`config.mk`:
```
export PLATFORM = sky130hd
export DESIGN_NAME = sram_rr_arbiter_flat
export DESIGN_NICKNAME = d
export VERILOG_FILES = /design/src/rtl/sram_rr_arbiter_if.sv /design/src/rtl/sram_rr_arbiter.sv /design/src/flat_wrapper.sv
export SDC_FILE = /design/constraint.sdc
export NUM_CORES = 1
export LEC_CHECK = 0
export CORE_AREA = 4 4 132 134
export CTS_BUF_LIST = sky130_fd_sc_hd__clkbuf_8
export CTS_CLUSTER_SIZE = 40
export DETAILED_ROUTE_END_ITERATION = 16
export DIE_AREA = 0 0 136 138
export GPL_TIMING_DRIVEN = 1
export PLACE_DENSITY_LB_ADDON = 0.15
export SLEW_MARGIN = 20
export SYNTH_ARGS = -nofsm -noshare
export SYNTH_HDL_FRONTEND = slang
export SYNTH_SLANG_ARGS = --single-unit
```
`constraint.sdc`:
```
create_clock -name clk -period 1.6 [get_ports clk]
set_input_delay 0.24 -clock clk [delete_from_list [all_inputs] [get_ports clk]]
set_output_delay 0.24 -clock clk [all_outputs]
set_load 0.005 [all_outputs]
```
`src/rtl/sram_rr_arbiter_if.sv`:
```
// Bundle of requester and SRAM-controller signals for sram_rr_arbiter.
// The slave modport is the arbiter's view and the master modport is the environment's view.
interface sram_rr_arbiter_if #(
  parameter int ADDR_W = 32,
  parameter int DATA_W = 32
);
  logic              rq0_write_en;
  logic              rq0_read_en;
  logic [ADDR_W-1:0] rq0_address;
  logic [DATA_W-1:0] rq0_write_data;
  logic [DATA_W-1:0] rq0_read_data;
  logic              rq0_done;
  logic              rq0_stall;

  logic              rq1_write_en;
  logic              rq1_read_en;
  logic [ADDR_W-1:0] rq1_address;
  logic [DATA_W-1:0] rq1_write_data;
  logic [DATA_W-1:0] rq1_read_data;
  logic              rq1_done;
  logic              rq1_stall;

  logic              mem_write_en;
  logic              mem_read_en;
  logic [ADDR_W-1:0] mem_address;
  logic [DATA_W-1:0] mem_write_data;
  logic [DATA_W-1:0] mem_read_data;
  logic              mem_ready;

  logic              arb_error;

  modport slave (
    input  rq0_write_en, rq0_read_en,
    input  rq0_address, rq0_write_data,
    output rq0_read_data, rq0_done, rq0_stall,
    input  rq1_write_en, rq1_read_en,
    input  rq1_address, rq1_write_data,
    output rq1_read_data, rq1_done, rq1_stall,
    output mem_write_en, mem_read_en,
    output mem_address, mem_write_data,
    input  mem_read_data, mem_ready,
    output arb_error
  );

  modport master (
    output rq0_write_en, rq0_read_en,
    output rq0_address, rq0_write_data,
    input  rq0_read_data, rq0_done, rq0_stall,
    output rq1_write_en, rq1_read_en,
    output rq1_address, rq1_write_data,
    input  rq1_read_data, rq1_done, rq1_stall,
    input  mem_write_en, mem_read_en,
    input  mem_address, mem_write_data,
    output mem_read_data, mem_ready,
    input  arb_error
  );
endinterface

```
`src/rtl/sram_rr_arbiter.sv`:
```
// Two-requester round-robin arbiter in front of the 32-bit SRAM controller.
// Optional BUSY watchdog is enabled with SRAM_ARB_TIMEOUT_EN.
module sram_rr_arbiter #(
  parameter int ADDR_W         = 32,
  parameter int DATA_W         = 32,
  parameter int TIMEOUT_CYCLES = 64
) (
  input  logic            clk,
  input  logic            rst,
  sram_rr_arbiter_if.slave bus
);

  typedef enum logic [1:0] {
    IDLE  = 2'd0,
    ISSUE = 2'd1,
    BUSY  = 2'd2,
    DONE  = 2'd3
  } state_t;

  state_t            state_q;
  logic              grant_q;
  logic              last_grant_q;
  logic              mem_we_q;
  logic              mem_re_q;
  logic [ADDR_W-1:0] mem_addr_q;
  logic [DATA_W-1:0] mem_wdata_q;
  logic [DATA_W-1:0] rd0_q;
  logic [DATA_W-1:0] rd1_q;
  logic              done0_q;
  logic              done1_q;

  logic              valid0;
  logic              valid1;
  logic              grant_d;
  logic              sel_we;
  logic              sel_re;
  logic [ADDR_W-1:0] sel_addr;
  logic [DATA_W-1:0] sel_wdata;

`ifdef SRAM_ARB_TIMEOUT_EN
  localparam logic [6:0] TO_LAST = 7'(TIMEOUT_CYCLES - 1);
  logic [6:0] cnt_q;
  logic       err_q;
`endif

  // Pick the next owner; a write wins over a read from the same requester.
  always_comb begin
    valid0 = bus.rq0_write_en | bus.rq0_read_en;
    valid1 = bus.rq1_write_en | bus.rq1_read_en;
    if (valid0 && valid1) begin
      grant_d = ~last_grant_q;
    end else if (valid1) begin
      grant_d = 1'b1;
    end else begin
      grant_d = 1'b0;
    end
    sel_we    = grant_d ? bus.rq1_write_en
                        : bus.rq0_write_en;
    sel_re    = grant_d ?
                (bus.rq1_read_en & ~bus.rq1_write_en) :
                (bus.rq0_read_en & ~bus.rq0_write_en);
    sel_addr  = grant_d ? bus.rq1_address
                        : bus.rq0_address;
    sel_wdata = grant_d ? bus.rq1_write_data
                        : bus.rq0_write_data;
  end

  // Transaction FSM with all controller-facing outputs registered.
  always_ff @(posedge clk or negedge rst) begin
    if (!rst) begin
      state_q      <= IDLE;
      grant_q      <= 1'b0;
      last_grant_q <= 1'b1;
      mem_we_q     <= 1'b0;
      mem_re_q     <= 1'b0;
      mem_addr_q   <= '0;
      mem_wdata_q  <= '0;
      rd0_q        <= '0;
      rd1_q        <= '0;
      done0_q      <= 1'b0;
      done1_q      <= 1'b0;
`ifdef SRAM_ARB_TIMEOUT_EN
      cnt_q        <= '0;
      err_q        <= 1'b0;
`endif
    end else begin
      unique case (state_q)
        IDLE: begin
          if (valid0 || valid1) begin
            mem_we_q     <= sel_we;
            mem_re_q     <= sel_re;
            mem_addr_q   <= sel_addr;
            mem_wdata_q  <= sel_wdata;
            grant_q      <= grant_d;
            last_grant_q <= grant_d;
            state_q      <= ISSUE;
          end
        end
        ISSUE: begin
`ifdef SRAM_ARB_TIMEOUT_EN
          cnt_q   <= '0;
`endif
          state_q <= BUSY;
        end
        BUSY: begin
          if (bus.mem_ready) begin
            mem_we_q <= 1'b0;
            mem_re_q <= 1'b0;
            if (grant_q) begin
              done1_q <= 1'b1;
              if (mem_re_q) rd1_q <= bus.mem_read_data;
            end else begin
              done0_q <= 1'b1;
              if (mem_re_q) rd0_q <= bus.mem_read_data;
            end
            state_q <= DONE;
`ifdef SRAM_ARB_TIMEOUT_EN
          end else if (cnt_q == TO_LAST) begin
            mem_we_q <= 1'b0;
            mem_re_q <= 1'b0;
            err_q    <= 1'b1;
            if (grant_q) begin
              done1_q <= 1'b1;
              if (mem_re_q) rd1_q <= DATA_W'(32'hDEAD_BEEF);
            end else begin
              done0_q <= 1'b1;
              if (mem_re_q) rd0_q <= DATA_W'(32'hDEAD_BEEF);
            end
            state_q <= DONE;
          end else begin
            cnt_q <= cnt_q + 7'd1;
`endif
          end
        end
        DONE: begin
          done0_q <= 1'b0;
          done1_q <= 1'b0;
          state_q <= IDLE;
        end
        default: state_q <= IDLE;
      endcase
    end
  end

  assign bus.mem_write_en   = mem_we_q;
  assign bus.mem_read_en    = mem_re_q;
  assign bus.mem_address    = mem_addr_q;
  assign bus.mem_write_data = mem_wdata_q;
  assign bus.rq0_read_data  = rd0_q;
  assign bus.rq1_read_data  = rd1_q;
  assign bus.rq0_done       = done0_q;
  assign bus.rq1_done       = done1_q;
  assign bus.rq0_stall      = valid0 & ~done0_q;
  assign bus.rq1_stall      = valid1 & ~done1_q;

`ifdef SRAM_ARB_TIMEOUT_EN
  assign bus.arb_error = err_q;
`else
  // Without the watchdog the limit has no effect and the flag stays low.
  assign bus.arb_error = 1'b0 & (TIMEOUT_CYCLES == 0);
`endif

endmodule

```
`src/flat_wrapper.sv`:
```
// flat-port wrapper written by rule: the top's interface ports become plain ports
module sram_rr_arbiter_flat 
#(
  parameter int ADDR_W         = 32,
  parameter int DATA_W         = 32,
  parameter int TIMEOUT_CYCLES = 64
)
  (clk, rst, bus_rq0_write_en, bus_rq0_read_en, bus_rq0_address, bus_rq0_write_data, bus_rq0_read_data, bus_rq0_done, bus_rq0_stall, bus_rq1_write_en, bus_rq1_read_en, bus_rq1_address, bus_rq1_write_data, bus_rq1_read_data, bus_rq1_done, bus_rq1_stall, bus_mem_write_en, bus_mem_read_en, bus_mem_address, bus_mem_write_data, bus_mem_read_data, bus_mem_ready, bus_arb_error);
  sram_rr_arbiter_if #(.ADDR_W(ADDR_W), .DATA_W(DATA_W)) bus_i ();
  input  logic clk;
  input  logic rst;
  input wire logic [$bits(bus_i.rq0_write_en)-1:0] bus_rq0_write_en;
  input wire logic [$bits(bus_i.rq0_read_en)-1:0] bus_rq0_read_en;
  input wire logic [$bits(bus_i.rq0_address)-1:0] bus_rq0_address;
  input wire logic [$bits(bus_i.rq0_write_data)-1:0] bus_rq0_write_data;
  output wire logic [$bits(bus_i.rq0_read_data)-1:0] bus_rq0_read_data;
  output wire logic [$bits(bus_i.rq0_done)-1:0] bus_rq0_done;
  output wire logic [$bits(bus_i.rq0_stall)-1:0] bus_rq0_stall;
  input wire logic [$bits(bus_i.rq1_write_en)-1:0] bus_rq1_write_en;
  input wire logic [$bits(bus_i.rq1_read_en)-1:0] bus_rq1_read_en;
  input wire logic [$bits(bus_i.rq1_address)-1:0] bus_rq1_address;
  input wire logic [$bits(bus_i.rq1_write_data)-1:0] bus_rq1_write_data;
  output wire logic [$bits(bus_i.rq1_read_data)-1:0] bus_rq1_read_data;
  output wire logic [$bits(bus_i.rq1_done)-1:0] bus_rq1_done;
  output wire logic [$bits(bus_i.rq1_stall)-1:0] bus_rq1_stall;
  output wire logic [$bits(bus_i.mem_write_en)-1:0] bus_mem_write_en;
  output wire logic [$bits(bus_i.mem_read_en)-1:0] bus_mem_read_en;
  output wire logic [$bits(bus_i.mem_address)-1:0] bus_mem_address;
  output wire logic [$bits(bus_i.mem_write_data)-1:0] bus_mem_write_data;
  input wire logic [$bits(bus_i.mem_read_data)-1:0] bus_mem_read_data;
  input wire logic [$bits(bus_i.mem_ready)-1:0] bus_mem_ready;
  output wire logic [$bits(bus_i.arb_error)-1:0] bus_arb_error;
  assign bus_i.rq0_write_en = bus_rq0_write_en;
  assign bus_i.rq0_read_en = bus_rq0_read_en;
  assign bus_i.rq0_address = bus_rq0_address;
  assign bus_i.rq0_write_data = bus_rq0_write_data;
  assign bus_rq0_read_data = bus_i.rq0_read_data;
  assign bus_rq0_done = bus_i.rq0_done;
  assign bus_rq0_stall = bus_i.rq0_stall;
  assign bus_i.rq1_write_en = bus_rq1_write_en;
  assign bus_i.rq1_read_en = bus_rq1_read_en;
  assign bus_i.rq1_address = bus_rq1_address;
  assign bus_i.rq1_write_data = bus_rq1_write_data;
  assign bus_rq1_read_data = bus_i.rq1_read_data;
  assign bus_rq1_done = bus_i.rq1_done;
  assign bus_rq1_stall = bus_i.rq1_stall;
  assign bus_mem_write_en = bus_i.mem_write_en;
  assign bus_mem_read_en = bus_i.mem_read_en;
  assign bus_mem_address = bus_i.mem_address;
  assign bus_mem_write_data = bus_i.mem_write_data;
  assign bus_i.mem_read_data = bus_mem_read_data;
  assign bus_i.mem_ready = bus_mem_ready;
  assign bus_arb_error = bus_i.arb_error;
  sram_rr_arbiter #(.ADDR_W(ADDR_W), .DATA_W(DATA_W), .TIMEOUT_CYCLES(TIMEOUT_CYCLES)) u_core (.clk(clk), .rst(rst), .bus(bus_i));
endmodule
```
==> results.sh, run 1 <==
export IMPL_routedWlPerCell_um=17.05
export IMPL_cts_buffer_depth=2
export IMPL_synth_yosys_seq_area_share_pct=57.83
export IMPL_setup_violations_final=0
export IMPL_synthToLayoutAreaGrowth_pct=69.18
export IMPL_violation_count_after_the_first_detailed_route_iteration=154
export IMPL_dp_hpwl_mm=13.42
export IMPL_worstSetupPathType="reg2out"
export IMPL_cts_root_buffer="sky130_fd_sc_hd__clkbuf_8"
export IMPL_min_path_type="in2async"
export IMPL_grt_pass1_wl_mm=26.52
export IMPL_clock_transition_at_the_registers_of_the_reported_paths_ns=0.08
export IMPL_insertedDiodeCount=0
export IMPL_io_pins=302
export IMPL_start_util_pct=36.14
export IMPL_critical_path_max_stage_delay_ns=0.51
export IMPL_global_route_total_usage_across_every_layer_pct=18.14
export IMPL_timing_setup_tns_ns=0
export IMPL_path_cells="clkdlybuf4s50_1"
export IMPL_fmax_mhz=649.3
export IMPL_synth_nets=636
export IMPL_synth_warning_count=0
export IMPL_ys_dominant_reg_cell="sky130_fd_sc_hd__dfrtp_1"
export IMPL_power_net_switching_mw=5.211
export IMPL_cts_inserted_buffers=17
export IMPL_finalNetCount=967
export IMPL_postLayoutCoreUtil_pct=61.14
export IMPL_cp_data_arrival_time_ns=1.30
export IMPL_initial_antenna_violation_count=0
export IMPL_seq_power_share_pct=35.9
export IMPL_layout_cells_most_common_list="sky130_fd_sc_hd__clkdlybuf4s50_1, sky130_fd_sc_hd__dfrtp_1, sky130_fd_sc_hd__dlymetal6s2s_1"
export IMPL_crit_slowest_cell="sky130_fd_sc_hd__clkdlybuf4s50_1"
export IMPL_cell_type_group_with_the_largest_total_delay_on_the_critical_path="buffers and inverters"
export IMPL_internal_power_mw=11.13
export IMPL_clkSinkCount=136
export IMPL_die_width_um=136
export IMPL_pwr_density_cell_nw_per_um2=1640
export IMPL_cp_data_required_time_ns=1.36
export IMPL_swShare_pct=31.90
export IMPL_combPwrFrac_pct=46.0
export IMPL_core_area_um2=16290
export IMPL_dr_total_vias=4736
export IMPL_capturing_element_type_of_the_critical_path="output pin"
export IMPL_drive_gt1_share_pct=18.89
export IMPL_cts_max_level=4
export IMPL_firstDrtPassIters=4
export IMPL_synth_ff_latch_count=136
export IMPL_via_per_instance_ratio=4.598
export IMPL_vdd_ir_drop_max_uv=846.4
export IMPL_async_flop_share_pct=100.0
export IMPL_postRouteWirelength_mm=17.56
export IMPL_tritoncts="done"
export IMPL_grt_ovfl_total=0
export IMPL_netlist_cell_type_count=31
export IMPL_clock_power_share_pct=18.1
export IMPL_first_global_vias=5019
export IMPL_timing_hold_violations_final=0
export IMPL_post_synth_instance_area_um2=5887
export IMPL_drv_cap=0
export IMPL_run_status="finished clean"
export IMPL_slew_viol_final=0
export IMPL_post_synthesis_mean_instance_area_um2=12.63
export IMPL_synthesis_instances=466
export IMPL_path_max_fanout=2
export IMPL_layout_commonest_cell="sky130_fd_sc_hd__clkdlybuf4s50_1"
export IMPL_floorplan_die_height_um=138
export IMPL_cp_buffers_inverters=1
export IMPL_layout_min_cycle_time_ns=1.540
export IMPL_max_clock_skew_ns=0.01015
export IMPL_placement_rows=47
export IMPL_worst_r2r_setup_slack_ns=0.06
export IMPL_insertion_delay_ns=0.43
export IMPL_power_leakage_nw=5.395
export IMPL_route_antenna_remaining_nets=0
export IMPL_drc=0
export IMPL_layout_worst_path_cycle_share_pct=96.25
export IMPL_nFillCells=1301
export IMPL_synth_enable_flop_cells=0
export IMPL_design_die_area_um2=18770
export IMPL_gp_congestion=0.7748
export IMPL_port_buffers=300
export IMPL_startpoint_type="flip-flop"
export IMPL_maximum_number_of_pins_on_one_net_before_global_route_repair=42
## state kept, by name (all words and copies together) (netlist names)
signal,count
u_core.bus.mem_read_en,1
u_core.bus.rq1_done,1
u_core.bus.rq0_done,1
u_core.bus.rq1_read_data,32
u_core.bus.mem_write_data,32
u_core.bus.mem_address,32
u_core.state_q,2
u_core.last_grant_q,1
u_core.bus.rq0_read_data,32
u_core.grant_q,1
u_core.bus.mem_write_en,1
## power groups by stage
stage	Combinational [mW]	Clock, mW	Sequential, mW
after floorplan	3.24	0	6.02
after global placement	7.62	0	5.93
after detailed placement	7.81	0	5.99
after CTS	7.66	3.06	5.92
after global routing	8.24	3.22	6.08
final	7.51	2.96	5.86
## what timing repair did
| item | in CTS | in global routing |
|---|---|---|
| hold buffers | 1 | 0 |
| endpoints found under the setup margin | 32 | 134 |
| gates resized for setup | 34 | 75 |
| buffers inserted | 5 | 8 |
| hold endpoints to repair | 31 | 0 |
| cloned | 0 | 2 |
## through the flow
step | hold slack, ns | cells | total power, mW | cell area, um2 | setup slack, ns
after global routing | 0.2709 | 1030 | 17.54 | 9960 | -0.02281
after global placement | 0.1737 | 982 | 13.55 | 9238 | -0.3026
after floorplan | -0.05559 | 466 | 9.261 | 5887 | 0.009243
after CTS | 0.2612 | 1020 | 16.64 | 9668 | 0.0007259
final | 0.2791 | 1030 | 16.34 | 9960 | 0.05995
after detailed placement | 0.1780 | 982 | 13.80 | 9238 | -0.3705
## area by class of cell
class	instances	area, um2	area share (%)
clock buffer	20	275.3	2.764
sequential	136	3405	34.18
timing repair buffer	341	3586	36.01
tap	220	275.3	2.764
multi-input combinational	296	2250	22.59
inverter	5	18.77	0.1884
clock inverter	12	150.1	1.508
## path summary, 6_finish.rpt
kind	from	endpoint	cells after the start
min reg2reg	u_core.bus.mem_write_data[0]	u_core.bus.mem_write_data[0]	2
max reg2reg	u_core.last_grant_q	u_core.bus.mem_write_data[18]	6
max	u_core.bus.rq0_read_data[15]	bus_rq0_read_data[15]	1
min in group clk	bus_rq1_read_en	u_core.bus.mem_read_en	4
min	rst	u_core.bus.rq0_read_data[10]	2
max in group asynchronous	rst	u_core.bus.rq1_read_data[24]	3
## cell families after synthesis
logic type | count (synthesis) | share of synthesized area [%]
and+or+nand+nor | 79 | 5.760
other | 1 | 0.06370
adders and majority gates | 3 | 0.6377
DFF | 136 | 57.83
buffers and inverters | 34 | 4.123
AOI/OAI and AO/OA | 85 | 8.459
muxes | 128 | 23.12
## routing by layer
| layer | GRT usage, % | wire length (um) | vias to the layer above |
|---|---|---|---|
| met4 | 6.419 | 290 | 0 |
| met5 | 0 | 0 | - |
| met1 | 19.72 | 6519 | 2213 |
| li1 | - | - | 2294 |
| met3 | 7.849 | 1650 | 20 |
| met2 | 31.34 | 9096 | 209 |
## cells in the mapped netlist, drive strengths merged (2+ instances only)
master / count / area share (%)
clkbuf: 4 / 0.34
buf: 25 / 3.5
nand2: 68 / 4.3
nand2b: 2 / 0.34
o21ai: 72 / 7.0
a21oi: 4 / 0.34
nor2: 4 / 0.25
ha: 3 / 0.64
nand4: 2 / 0.21
inv: 5 / 0.32
dfrtp: 135 / 57
a31oi: 2 / 0.21
o211ai: 2 / 0.25
mux2i: 64 / 11
mux2: 64 / 12
No activity file was read; power rests on OpenSTA's default activity.
==> run 2, diff against run 1 <==
- TNS_END_PERCENT: unset -> 10
==> results.sh, run 2 (same netlist as run 1, synthesis figures left out) <==
export IMPL_run_status="finished clean"
export IMPL_grt_ovfl_total=0
export IMPL_via_per_instance_ratio=4.601
export IMPL_clock_transition_at_the_registers_of_the_reported_paths_ns=0.08
export IMPL_start_util_pct=36.14
export IMPL_floorplan_die_height_um=138
export IMPL_slew_viol_final=0
export IMPL_cp_buffers_inverters=1
export IMPL_vdd_ir_drop_max_uv=846.4
export IMPL_seq_power_share_pct=36.4
export IMPL_critical_path_max_stage_delay_ns=0.51
export IMPL_maximum_number_of_pins_on_one_net_before_global_route_repair=42
export IMPL_dr_total_vias=4684
export IMPL_port_buffers=300
export IMPL_cts_inserted_buffers=17
export IMPL_layout_commonest_cell="sky130_fd_sc_hd__clkdlybuf4s50_1"
export IMPL_capturing_element_type_of_the_critical_path="output pin"
export IMPL_layout_cells_most_common_list="sky130_fd_sc_hd__clkdlybuf4s50_1, sky130_fd_sc_hd__dfrtp_1, sky130_fd_sc_hd__dlymetal6s2s_1"
export IMPL_synthToLayoutAreaGrowth_pct=67.46
export IMPL_setup_violations_final=0
export IMPL_path_cells="clkdlybuf4s50_1"
export IMPL_internal_power_mw=10.97
export IMPL_startpoint_type="flip-flop"
export IMPL_dp_hpwl_mm=13.42
export IMPL_power_net_switching_mw=5.147
export IMPL_routedWlPerCell_um=16.89
export IMPL_violation_count_after_the_first_detailed_route_iteration=143
export IMPL_path_max_fanout=2
export IMPL_io_pins=302
export IMPL_swShare_pct=31.93
export IMPL_power_leakage_nw=5.342
export IMPL_cp_data_arrival_time_ns=1.30
export IMPL_insertedDiodeCount=0
export IMPL_max_clock_skew_ns=0.009732
export IMPL_drv_cap=0
export IMPL_fmax_mhz=649.3
export IMPL_layout_min_cycle_time_ns=1.540
export IMPL_firstDrtPassIters=4
export IMPL_worstSetupPathType="reg2out"
export IMPL_first_global_vias=5003
export IMPL_postLayoutCoreUtil_pct=60.52
export IMPL_design_die_area_um2=18770
export IMPL_crit_slowest_cell="sky130_fd_sc_hd__clkdlybuf4s50_1"
export IMPL_core_area_um2=16290
export IMPL_cell_type_group_with_the_largest_total_delay_on_the_critical_path="buffers and inverters"
export IMPL_initial_antenna_violation_count=0
export IMPL_insertion_delay_ns=0.43
export IMPL_postRouteWirelength_mm=17.19
export IMPL_hold_ws_ns=0.2785
export IMPL_timing_hold_violations_final=0
export IMPL_placement_rows=47
export IMPL_tritoncts="done"
export IMPL_clkSinkCount=136
export IMPL_route_antenna_remaining_nets=0
export IMPL_final_cells=1018
export IMPL_gp_congestion=0.7748
export IMPL_cts_buffer_depth=2
export IMPL_global_route_total_usage_across_every_layer_pct=18.07
export IMPL_pwr_density_cell_nw_per_um2=1635
export IMPL_drc=0
export IMPL_min_path_type="in2async"
export IMPL_combPwrFrac_pct=45.2
export IMPL_layout_worst_path_cycle_share_pct=96.26
export IMPL_cp_data_required_time_ns=1.36
export IMPL_numPlacedInstances=982
export IMPL_die_width_um=136
export IMPL_cts_max_level=4
export IMPL_drive_gt1_share_pct=17.67
export IMPL_cts_root_buffer="sky130_fd_sc_hd__clkbuf_8"
export IMPL_timing_setup_tns_ns=0
export IMPL_grt_pass1_wl_mm=26.41
export IMPL_finalNetCount=955
export IMPL_clock_power_share_pct=18.4
-- run 2: worst paths after layout --
check | startpoint | endpoint | slack [ns] | cells past startpoint
worst max-delay path | u_core.bus.rq0_read_data[15] | bus_rq0_read_data[15] | 0.06 | 1
worst min-delay path | rst | u_core.bus.rq0_read_data[10] | 0.28 | 2
worst max register to register | u_core.last_grant_q | u_core.bus.mem_write_data[15] | 0.10 | 5
worst min register to register | u_core.bus.mem_write_data[0] | u_core.bus.mem_write_data[0] | 0.48 | 2
max in group asynchronous | rst | u_core.bus.rq1_read_data[24] | 0.76 | 3
min in group clk | bus_rq1_read_en | u_core.bus.mem_read_en | 0.40 | 4
-- run 2: metal layers --
metal | GRT usage (%) | vias to the layer above | routed length [um]
met1 | 19.58 | 2199 | 6361
met5 | 0 | - | 0
met4 | 6.419 | 0 | 263
li1 | - | 2269 | -
met3 | 7.922 | 18 | 1654
met2 | 31.19 | 198 | 8909
-- run 2: layout make-up --
| type | count | area, um2 |
|---|---|---|
| tap | 220 | 275.3 |
| clock buffer | 20 | 275.3 |
| clock inverter | 12 | 150.1 |
| multi-input combinational | 296 | 2252 |
| inverter | 5 | 18.77 |
| timing repair buffer | 329 | 3482 |
| sequential | 136 | 3405 |
| fill | 1307 | 6431 |
-- run 2: what timing repair did --
| action | in CTS | in global routing |
|---|---|---|
| setup endpoints to repair | 32 | 131 |
| gates cloned | 0 | 1 |
| hold endpoints to repair | 31 | 0 |
| hold buffers | 1 | 0 |
| resized for setup | 36 | 75 |
| setup buffers | 2 | 0 |
-- run 2: through the flow --
step / total power [mW] / area, um2 / setup slack, ns
2_1_floorplan: 9.261 / 5887 / 0.009243
6_report: 16.12 / 9858 / 0.05987
3_5_place_dp: 13.80 / 9238 / -0.3705
3_3_place_gp: 13.55 / 9238 / -0.3026
5_1_grt: 17.33 / 9858 / -0.01561
4_1_cts: 16.58 / 9643 / 0.0007259
-- run 2: power groups by stage --
stage                     sequential [mW]  clock, mW  combinational, mW
after floorplan                      6.02          0               3.24
after global placement               5.93          0               7.62
after detailed placement             5.99          0               7.81
after CTS                            5.93       3.06               7.58
after global routing                 6.09       3.22               8.02
final                                5.87       2.96               7.29
